==> src/rtl/btn_event_queue_pkg.sv <==
// Shared event-word layout and message identifiers for the button event front end.
package btn_event_queue_pkg;

   localparam int EVT_W        = 28;
   localparam int EVT_CH_MSB   = 27;
   localparam int EVT_CH_LSB   = 24;
   localparam int EVT_EDGE_BIT = 23;

   localparam logic [7:0] MSG_ID_BTN_EVENT = 8'h21;
   localparam logic [7:0] MSG_ID_BTN_STATE = 8'h22;

   // Bits between the edge flag and the timestamp stay zero because ts arrives zero-extended.
   function automatic logic [EVT_W-1:0] packEvent(input logic [3:0]            ch,
                                                   input logic                  pressed,
                                                   input logic [EVT_EDGE_BIT-1:0] ts);
      logic [EVT_W-1:0] w;
      w = '0;
      w[EVT_CH_MSB:EVT_CH_LSB] = ch;
      w[EVT_EDGE_BIT]          = pressed;
      w[EVT_EDGE_BIT-1:0]      = ts;
      return w;
   endfunction

endpackage

==> src/rtl/btn_event_queue_sync_fifo.sv <==
// First-word fall-through FIFO with exact occupancy count and a drop strobe when a write
// finds it full without a simultaneous pop.
module sync_fifo #(
   parameter int WIDTH = 28,
   parameter int DEPTH = 8
) (
   input  logic                     clk_i,
   input  logic                     rst_i,
   input  logic                     wr_en_i,
   input  logic [WIDTH-1:0]         wr_data_i,
   input  logic                     rd_en_i,
   output logic [WIDTH-1:0]         rd_data_o,
   output logic                     empty_o,
   output logic [$clog2(DEPTH):0]   count_o,
   output logic                     wr_drop_o
);

   localparam int AW = $clog2(DEPTH);

   logic [WIDTH-1:0] mem_q [DEPTH];
   logic [AW-1:0]    wr_ptr_q, wr_ptr_d, rd_ptr_q, rd_ptr_d;
   logic [AW:0]      count_q, count_d;
   logic             full, pop, push;

   always_comb begin
      full      = (count_q == (AW+1)'(DEPTH));
      pop       = rd_en_i && (count_q != '0);
      push      = wr_en_i && (!full || pop);
      wr_drop_o = wr_en_i && !push;
      wr_ptr_d  = push ? wr_ptr_q + 1'b1 : wr_ptr_q;
      rd_ptr_d  = pop  ? rd_ptr_q + 1'b1 : rd_ptr_q;
      count_d   = count_q;
      if (push && !pop) begin
         count_d = count_q + 1'b1;
      end else if (pop && !push) begin
         count_d = count_q - 1'b1;
      end
   end

   always_ff @(posedge clk_i) begin
      if (rst_i) begin
         wr_ptr_q <= '0;
         rd_ptr_q <= '0;
         count_q  <= '0;
      end else begin
         wr_ptr_q <= wr_ptr_d;
         rd_ptr_q <= rd_ptr_d;
         count_q  <= count_d;
      end
   end

   always_ff @(posedge clk_i) begin
      if (push) begin
         mem_q[wr_ptr_q] <= wr_data_i;
      end
   end

   // Head is forced to zero when empty so the output is clean after reset.
   assign rd_data_o = (count_q != '0) ? mem_q[rd_ptr_q] : '0;
   assign empty_o   = (count_q == '0);
   assign count_o   = count_q;

endmodule

==> src/rtl/btn_event_queue.sv <==
// N-channel button front end: 2-FF sync, debounce, timestamp, and press/release events
// serialised by channel priority into a FIFO with sticky overflow.
module btn_event_queue
   import btn_event_queue_pkg::*;
#(
   parameter int N_CH         = 4,
   parameter int ACTIVE_LOW   = 1,
   parameter int DEBOUNCE_CYC = 1000,
   parameter int FIFO_DEPTH   = 8,
   parameter int TS_W         = 16,
   parameter int TICK_DIV     = 1000
) (
   input  logic                          clk_i,
   input  logic                          rst_i,
   input  logic [N_CH-1:0]               btn_in_i,
   output logic [N_CH-1:0]               btn_state_o,
   output logic                          evt_valid_o,
   output logic [EVT_W-1:0]              evt_data_o,
   input  logic                          evt_ready_i,
   output logic [$clog2(FIFO_DEPTH):0]   evt_count_o,
   output logic                          overflow_o,
   input  logic                          ovf_clr_i
);

   localparam int CW = $clog2(DEBOUNCE_CYC + 1);
   localparam int DW = $clog2(TICK_DIV + 1);

   logic [TS_W-1:0]         ts_q, ts_d;
   logic [DW-1:0]           div_q, div_d;
   logic [N_CH-1:0]         pend_vec, press_vec, grant;
   logic [TS_W-1:0]         ts_lat [N_CH];
   logic                    wr_en, wr_drop, fifo_empty, sel_press;
   logic [3:0]              grant_idx;
   logic [TS_W-1:0]         sel_ts;
   logic [EVT_W-1:0]        wr_word;
   logic                    ovf_q, ovf_d;

   always_comb begin
      div_d = div_q + 1'b1;
      ts_d  = ts_q;
      if (div_q == DW'(TICK_DIV - 1)) begin
         div_d = '0;
         ts_d  = ts_q + 1'b1;
      end
   end

   always_ff @(posedge clk_i) begin
      if (rst_i) begin
         div_q <= '0;
         ts_q  <= '0;
      end else begin
         div_q <= div_d;
         ts_q  <= ts_d;
      end
   end

   genvar g;
   for (g = 0; g < N_CH; g++) begin : g_ch
      logic          sync1_q, sync2_q, state_q, pend_q, press_q, lvl;
      logic [CW-1:0] cnt_q;
      logic [TS_W-1:0] ts_lat_q;

      assign lvl = (ACTIVE_LOW != 0) ? ~sync2_q : sync2_q;

      // Completion is the DEBOUNCE_CYC-th consecutive edge on which lvl differs from state.
      always_ff @(posedge clk_i) begin
         if (rst_i) begin
            sync1_q  <= 1'b0;
            sync2_q  <= 1'b0;
            state_q  <= 1'b0;
            pend_q   <= 1'b0;
            press_q  <= 1'b0;
            cnt_q    <= '0;
            ts_lat_q <= '0;
         end else begin
            sync1_q <= btn_in_i[g];
            sync2_q <= sync1_q;
            if (grant[g]) begin
               pend_q <= 1'b0;
            end
            if (lvl != state_q) begin
               if (cnt_q == CW'(DEBOUNCE_CYC - 1)) begin
                  state_q  <= lvl;
                  cnt_q    <= '0;
                  pend_q   <= 1'b1;
                  press_q  <= lvl;
                  ts_lat_q <= ts_q;
               end else begin
                  cnt_q <= cnt_q + 1'b1;
               end
            end else begin
               cnt_q <= '0;
            end
         end
      end

      assign btn_state_o[g] = state_q;
      assign pend_vec[g]    = pend_q;
      assign press_vec[g]   = press_q;
      assign ts_lat[g]      = ts_lat_q;
   end

   always_comb begin
      grant     = '0;
      grant_idx = '0;
      sel_press = 1'b0;
      sel_ts    = '0;
      for (int i = N_CH - 1; i >= 0; i--) begin
         if (pend_vec[i]) begin
            grant     = '0;
            grant[i]  = 1'b1;
            grant_idx = 4'(i);
            sel_press = press_vec[i];
            sel_ts    = ts_lat[i];
         end
      end
      wr_en   = |pend_vec;
      wr_word = packEvent(grant_idx, sel_press, EVT_EDGE_BIT'(sel_ts));
   end

   sync_fifo #(
      .WIDTH (EVT_W),
      .DEPTH (FIFO_DEPTH)
   ) u_fifo (
      .clk_i     (clk_i),
      .rst_i     (rst_i),
      .wr_en_i   (wr_en),
      .wr_data_i (wr_word),
      .rd_en_i   (evt_ready_i),
      .rd_data_o (evt_data_o),
      .empty_o   (fifo_empty),
      .count_o   (evt_count_o),
      .wr_drop_o (wr_drop)
   );

   // A drop in the same cycle as a clear still leaves the flag set.
   always_comb begin
      ovf_d = ovf_q;
      if (wr_drop) begin
         ovf_d = 1'b1;
      end else if (ovf_clr_i) begin
         ovf_d = 1'b0;
      end
   end

   always_ff @(posedge clk_i) begin
      if (rst_i) begin
         ovf_q <= 1'b0;
      end else begin
         ovf_q <= ovf_d;
      end
   end

   assign overflow_o  = ovf_q;
   assign evt_valid_o = !fifo_empty;

endmodule

==> config.mk <==
export PLATFORM = sky130hd
export DESIGN_NAME = btn_event_queue
export DESIGN_NICKNAME = d
export VERILOG_FILES = /design/src/rtl/btn_event_queue_pkg.sv /design/src/rtl/btn_event_queue_sync_fifo.sv /design/src/rtl/btn_event_queue.sv
export SDC_FILE = /design/constraint.sdc
export NUM_CORES = 1
export LEC_CHECK = 0
export CAP_MARGIN = 10
export CORE_MARGIN = 2
export CORE_UTILIZATION = 51
export CTS_CLUSTER_DIAMETER = 80
export DETAILED_ROUTE_END_ITERATION = 12
export PLACE_DENSITY_LB_ADDON = 0.05
export SETUP_SLACK_MARGIN = 0.2
export SYNTH_ARGS = -nofsm -noshare
export SYNTH_HDL_FRONTEND = slang
export SYNTH_SLANG_ARGS = --single-unit
==> constraint.sdc <==
create_clock -name clk_i -period 3.8 [get_ports clk_i]
set_input_delay 0.38 -clock clk_i [delete_from_list [all_inputs] [get_ports clk_i]]
set_output_delay 0.38 -clock clk_i [all_outputs]
set_load 0.05 [all_outputs]
==> metrics.yaml, run 1 <==
timing:
  slew_headroom_pct: 29.00
  finalMaxSlewViolations: 0
  hold_violations: 0
  tightest_slew_ns: 1.054
  tns_ns: 0
  setup_slack_ns: 0.4090
  fin_crit_sh_pct: 89.24
  rsz0062_at_grt: "no"
  hold_ws_ns: 0.3315
  fin_skew_ns: 0.01381
  max_freq_mhz: 294.9
  setup_viol: 0
  min_period_ns: 3.391
route:
  vias: 7532
  antenna_left: 0
  routed_wl_mm: 23.65
  avgViaCountPerCell: 5.297
  drc: 0
  drt-pass1-iter-count: 4
  wl_per_cell_um: 16.63
  drt_iter0_drc: 456
floorplanning:
  num_io_pins: 46
  row_count: 57
  die_x_um: 162.1
  core_area_mm2: 0.02439
  initial_core_util_pct: 52.24
  dieArea_mm2: 0.02626
  die_y_um: 162.1
outcome:
  status: "finished, final reports clean"
power:
  power.share.clock_pct: 34.9
  power_frac_comb_pct: 22.6
  cellPowerDensity_mw_per_mm2: 594.4
  leakage_nw: 4.654
  internal_power_mw: 6.106
  sw_frac_of_total_pct: 29.10
  vdd_ir_drop_max_mv: 0.4566
  switchingPower_mw: 2.506
  pwr-share-seq_pct: 42.4
  p_total_mw: 8.612
logic_synthesis:
  synthTopCellsByArea: "edfxtp_1, dfxtp_1, mux4_2, mux2i_1, nor2_1"
  ys_seq_area_share_pct: 60.96
  yosysTopAreaCellShare_pct: 35.82
  synth_edf_count: 152
  ys_warn_count: 0
  ys_seq_elements: 312
  synthArstFlopShare_pct: 0
  synth_flop_cell: "dfxtp_1"
  yosys.area.top_type: "edfxtp_1"
  synthDistinctLibCells: 48
  syn_inst: 1047
  synthesis.area_mm2: 0.01274
  avgSynthCellArea_um2: 12.17
run:
  max_cap_violations: 0
worst_setup_path:
  worstSetupStartpointType: "register"
  crit_buf_inv: 2
  crit_chain: "buf_4, mux4_2, mux2i_1, nor2_1, clkdlybuf4s50_1"
  cp_slowest_cell: "clkdlybuf4s50_1"
  cp_max_fo: 14
  critPathMaxStageDelay_ns: 0.71
  cp-end-kind: "primary output"
  cp.required_ns: 3.42
  arrival_ns: 3.01
  crit_family: "buffers and inverters"
  path_class: "reg -> out"
final_layout:
  fin_cells: 1422
  layout_commonest_cell: "nor2_1"
  n_fill_cell: 1986
  nets: 1095
  stdcell_area_mm2: 0.01449
  layout-drive-gt1-share_pct: 12.75
  postLayoutCoreUtil_pct: 59.40
  num_antenna_cells: 0
  synthToLayoutAreaGrowth_pct: 13.72
  final_cell_mix: "nor2_1, dfxtp_1, edfxtp_1"
clocking:
  path_clk_slew_ns: 0.06
  postCtsSetupBuffers: 0
  clk_path_buf_depth: 3
  cts_tree: "yes"
  cts_resized: 0
  cts-root-buf: "clkbuf_16"
  cts_sinks: 312
  h-tree-depth: 1
  cts_buffers: 31
  ctsHoldBuffers: 0
  clock_latency_ns: 0.55
global_routing:
  grt_pass1_vias: 7298
  grt_util_all_layers_pct: 18.48
  grt_overflow: 0
  antenna_found_initial: 0
  grt_pass1_wl_mm: 38.85
  grt_max_degree: 63
placement:
  dpl.hpwl_mm: 14.78
  gp_congestion: 0.7458
  dpl_cell_area_mm2: 0.01346
  port_buffers: 36
  dp_cells: 1366
  pre_cts_slack_ns: 0.9226
worst_hold_path:
  hold_path_class: "in -> reg"
power groups by stage:
| stage | registers, mW | logic, mW | clock network [mW] |
|---|---|---|---|
| final | 3.66 | 1.95 | 3.01 |
| after global routing | 3.67 | 2.08 | 3.22 |
| after CTS | 3.66 | 1.99 | 3.08 |
| after detailed placement | 3.73 | 1.98 | 0 |
| after global placement | 3.73 | 1.97 | 0 |
| after floorplan | 3.73 | 1.40 | 0 |
metal layers:
layer | GRT usage (%) | wire length [um] | vias up
met5 | 0 | 0 | -
met4 | 3.821 | 401 | 0
met3 | 2.451 | 692 | 33
met2 | 32.13 | 11410 | 89
met1 | 25.03 | 11140 | 3638
li1 | - | - | 3772
cell families after synthesis:
group / after synthesis / synth area share (%)
buffers and inverters: 86 / 3.123
xor gates and xnor gates: 53 / 3.643
other: 1 / 0.02943
DFF: 312 / 60.96
AOI/OAI and AO/OA: 91 / 3.840
and+or+nand+nor: 368 / 13.68
adders and majority gates: 12 / 1.237
muxes: 124 / 13.48
Yosys cell counts, types with 2 or more instances:
| master | count |
|---|---|
| clkbuf_1 | 44 |
| a21oi_1 | 53 |
| nor4_1 | 7 |
| or4_1 | 3 |
| and3_1 | 2 |
| o31ai_1 | 3 |
| or3_2 | 3 |
| xor2_1 | 23 |
| nand2b_1 | 6 |
| xnor2_1 | 30 |
| edfxtp_1 | 152 |
| nand4_1 | 14 |
| nor3_1 | 22 |
| nand4b_1 | 5 |
| or2_2 | 2 |
| nor2b_1 | 13 |
| a211oi_1 | 5 |
| inv_1 | 11 |
| mux4_2 | 38 |
| nor2_1 | 171 |
| or3_1 | 10 |
| buf_1 | 2 |
| nand3_1 | 19 |
| and2_1 | 5 |
| buf_2 | 14 |
| buf_4 | 13 |
| nand2_1 | 62 |
| and4_1 | 3 |
| nand3b_1 | 16 |
| mux2i_1 | 85 |
| o21ai_0 | 25 |
| dfxtp_1 | 160 |
| ha_1 | 11 |
layout make-up:
class / count / area [um^2] / share of cell area, %
Clock inverter: 11 / 107.6 / 0.7427
Timing Repair Buffer: 62 / 590.6 / 4.076
Tap cell: 324 / 405.4 / 2.798
Clock buffer: 45 / 918.4 / 6.339
Sequential cell: 312 / 7770 / 53.63
Inverter: 11 / 41.29 / 0.2850
Multi-Input combinational cell: 657 / 4656 / 32.13
registers in the layout (all words and copies together) (netlist names), named ones only:
signal and flops:
ts_q 16, overflow_o 1, u_fifo.rd_ptr_q 3, u_fifo.mem_q 152
g_ch.cnt_q 40, g_ch.sync1_q 4, g_ch.sync2_q 4, g_ch.pend_q 4
div_q 10, u_fifo.count_o 4, g_ch.press_q 4, g_ch.ts_lat_q 64
u_fifo.wr_ptr_q 3
final timing paths:
| path | startpoint | end | slack [ns] | cells after the start |
|---|---|---|---|---|
| worst max-delay path | register | evt_data_o[7] | 0.41 | 5 |
| worst min-delay path | rst_i | div_q[2]$_SDFF_PP0_ | 0.33 | 2 |
| worst max register to register | u_fifo.count_o[0]$_SDFFE_PP0P_ | u_fifo.count_o[3]$_SDFFE_PP0P_ | 1.09 | 11 |
| worst min register to register | g_ch[1].sync1_q$_SDFF_PP0_ | g_ch[1].sync2_q$_SDFF_PP0_ | 0.44 | 1 |
worst register-to-register path, delay by kind of cell, from the launching register on:
family                     cells  cell delay, ns
buffers and inverters          2            0.19
muxes                          1            0.34
DFF                            1            0.37
AOI/OAI and AO/OA              3            0.43
and+or+nand+nor                3            0.74
adders and majority gates      2            0.51
No activity file was read; power rests on OpenSTA's default activity.
==> run 2, diff against run 1 <==
- clock period: 3.8 -> 4.2 ns (I/O delays scaled with it)
==> metrics.yaml, run 2 (same netlist as run 1, synthesis figures left out) <==
clocking:
  postCtsSetupBuffers: 0  # unchanged
  h-tree-depth: 1  # unchanged
  path_clk_slew_ns: 0.06  # about the same
  clock_latency_ns: 0.55  # about the same
  cts_resized: 0  # unchanged
  cts_buffers: 31  # unchanged
  ctsHoldBuffers: 0  # unchanged
  cts_sinks: 312  # unchanged
  cts_tree: "yes"
  cts-root-buf: "clkbuf_16"
  clk_path_buf_depth: 3  # unchanged
worst_hold_path:
  hold_path_class: "in -> reg"
  hold_depth: 2  # unchanged
  min_to: "ts_q[3]$_SDFFE_PP0P_"
  hold_start: "rst_i"
power:
  pwr-share-seq_pct: 42.4  # about the same
  switchingPower_mw: 2.322  # -7.3%
  cellPowerDensity_mw_per_mm2: 540.6  # -9.0%
  internal_power_mw: 5.482  # -10%
  power_frac_comb_pct: 22.9  # +0.3 points
  power.share.clock_pct: 34.7  # -0.2 points
  vdd_ir_drop_max_mv: 0.3455  # -24%
  sw_frac_of_total_pct: 29.76  # +0.66 points
  leakage_nw: 4.602  # -1.1%
floorplanning:
  core_area_mm2: 0.02439  # unchanged
  die_y_um: 162.1  # unchanged
  die_x_um: 162.1  # unchanged
  row_count: 57  # unchanged
  dieArea_mm2: 0.02626  # unchanged
  num_io_pins: 46  # unchanged
  initial_core_util_pct: 52.24  # unchanged
timing:
  min_period_ns: 3.397
  fin_crit_sh_pct: 80.89
  rsz0062_at_grt: "no"
  hold_violations: 0  # unchanged
  tns_ns: 0  # unchanged
  max_freq_mhz: 294.3
  finalMaxSlewViolations: 0  # unchanged
  setup_viol: 0  # unchanged
  slew_headroom_pct: 23.32  # -5.7 points
  tightest_slew_ns: 1.138  # +0.08435 ns
  fin_skew_ns: 0.01535  # +0.001547 ns
final_layout:
  postLayoutCoreUtil_pct: 59.18  # -0.22 points
  top_register: "u_fifo.mem_q"
  largest_reg_flops: 152  # unchanged
  layout-drive-gt1-share_pct: 12.59  # -0.16 points
  final_cell_mix: "nor2_1, dfxtp_1, edfxtp_1"
  nets: 1092  # -0.27%
  reg_top3: "u_fifo.mem_q (152), g_ch.ts_lat_q (64), g_ch.cnt_q (40)"
  layout_commonest_cell: "nor2_1"
  fin_cells: 1420  # -0.14%
  stdcell_area_mm2: 0.01444  # -0.37%
  num_antenna_cells: 0  # unchanged
  synthToLayoutAreaGrowth_pct: 13.30
worst_setup_path:
  r2r_cells: 12  # +1
  r2r_slack_ns: 1.17  # +0.08 ns
  reg2reg_to: "u_fifo.count_o[3]$_SDFFE_PP0P_"
  arrival_ns: 2.98  # -0.03 ns
  cp.required_ns: 3.78  # +0.36 ns
  reg2reg_from: "u_fifo.count_o[0]$_SDFFE_PP0P_"
  cp-end-kind: "primary output"
  path_class: "reg -> out"
  cp_max_fo: 12  # -2
  worstSetupStartpointType: "register"
route:
  drt_iter0_drc: 508  # +11%
  routed_wl_mm: 24.15  # +2.1%
  vias: 7582  # +0.66%
  drt-pass1-iter-count: 4  # unchanged
  avgViaCountPerCell: 5.339  # +0.81%
  wl_per_cell_um: 17.00  # +2.3%
  antenna_left: 0  # unchanged
  drc: 0  # unchanged
run:
  max_cap_violations: 0  # unchanged
placement:
  dpl_cell_area_mm2: 0.01342  # -0.35%
  port_buffers: 36  # unchanged
  dp_cells: 1363  # -0.22%
  gp_congestion: 0.7374  # -1.1%
  dpl.hpwl_mm: 15.11  # +2.2%
global_routing:
  grt_overflow: 0  # unchanged
  grt_util_all_layers_pct: 18.81  # +0.34 points
  grt_max_degree: 77  # +22%
  antenna_found_initial: 0  # unchanged
  grt_pass1_vias: 7404  # +1.5%
  grt_pass1_wl_mm: 39.50  # +1.7%
outcome:
  status: "finished, final reports clean"
## run 2: power groups by stage
stage | registers [mW] | clock network [mW] | logic, mW
3_5_place_dp | 3.38 | 0 | 1.81
6_report | 3.31 | 2.71 | 1.79
4_1_cts | 3.31 | 2.79 | 1.82
2_1_floorplan | 3.37 | 0 | 1.27
5_1_grt | 3.32 | 2.92 | 1.89
3_3_place_gp | 3.37 | 0 | 1.80
## run 2: critical path: stages (launching register included)
cell and delay (ns):
dfxtp_2 0.62, buf_4 0.32, mux4_2 0.52, mux2i_1 0.14, nor2_1 0.10, clkdlybuf4s50_1 0.72
## run 2: worst max path at each step
| stage | slack [ns] | startpoint | end | depth (start not counted) |
|---|---|---|---|---|
| floorplan | 1.15 | u_fifo.count_o[0]$_SDFFE_PP0P_ | u_fifo.mem_q[0][0]$_DFFE_PP_ | 4 |
| global placement | 1.24 | u_fifo.count_o[0]$_SDFFE_PP0P_ | u_fifo.count_o[3]$_SDFFE_PP0P_ | 12 |
| detailed placement | 1.17 | u_fifo.count_o[0]$_SDFFE_PP0P_ | u_fifo.count_o[3]$_SDFFE_PP0P_ | 12 |
| CTS | 0.71 | register | evt_data_o[5] | 5 |
| global route | 0.61 | register | evt_data_o[5] | 5 |
| finish | 0.80 | register | evt_data_o[2] | 5 |
## run 2: final cells by class
type                       count  area, um^2
clock buffer                  37       828.3
clock inverter                20       191.4
fill                        2032        9956
inverter                      11       41.29
multi-input combinational    657        4656
sequential                   312        7770
tap                          324       405.4
timing repair buffer          59       543.0
## run 2: per-layer routing
metal | share of wire, % | track usage (%)
met5 | 0 | 0
met1 | 46 | 25.99
met2 | 49 | 32.19
met3 | 4.1 | 2.554
met4 | 1.2 | 3.701
## run 2: stage by stage
step / power [mW] / setup slack (ns) / hold WS, ns
2_1_floorplan: 4.642 / 1.148 / 0.4138
3_3_place_gp: 5.179 / 1.241 / 0.4190
3_5_place_dp: 5.188 / 1.172 / 0.4204
4_1_cts: 7.915 / 0.7110 / 0.4127
5_1_grt: 8.131 / 0.6099 / 0.4317
6_report: 7.804 / 0.8027 / 0.4148
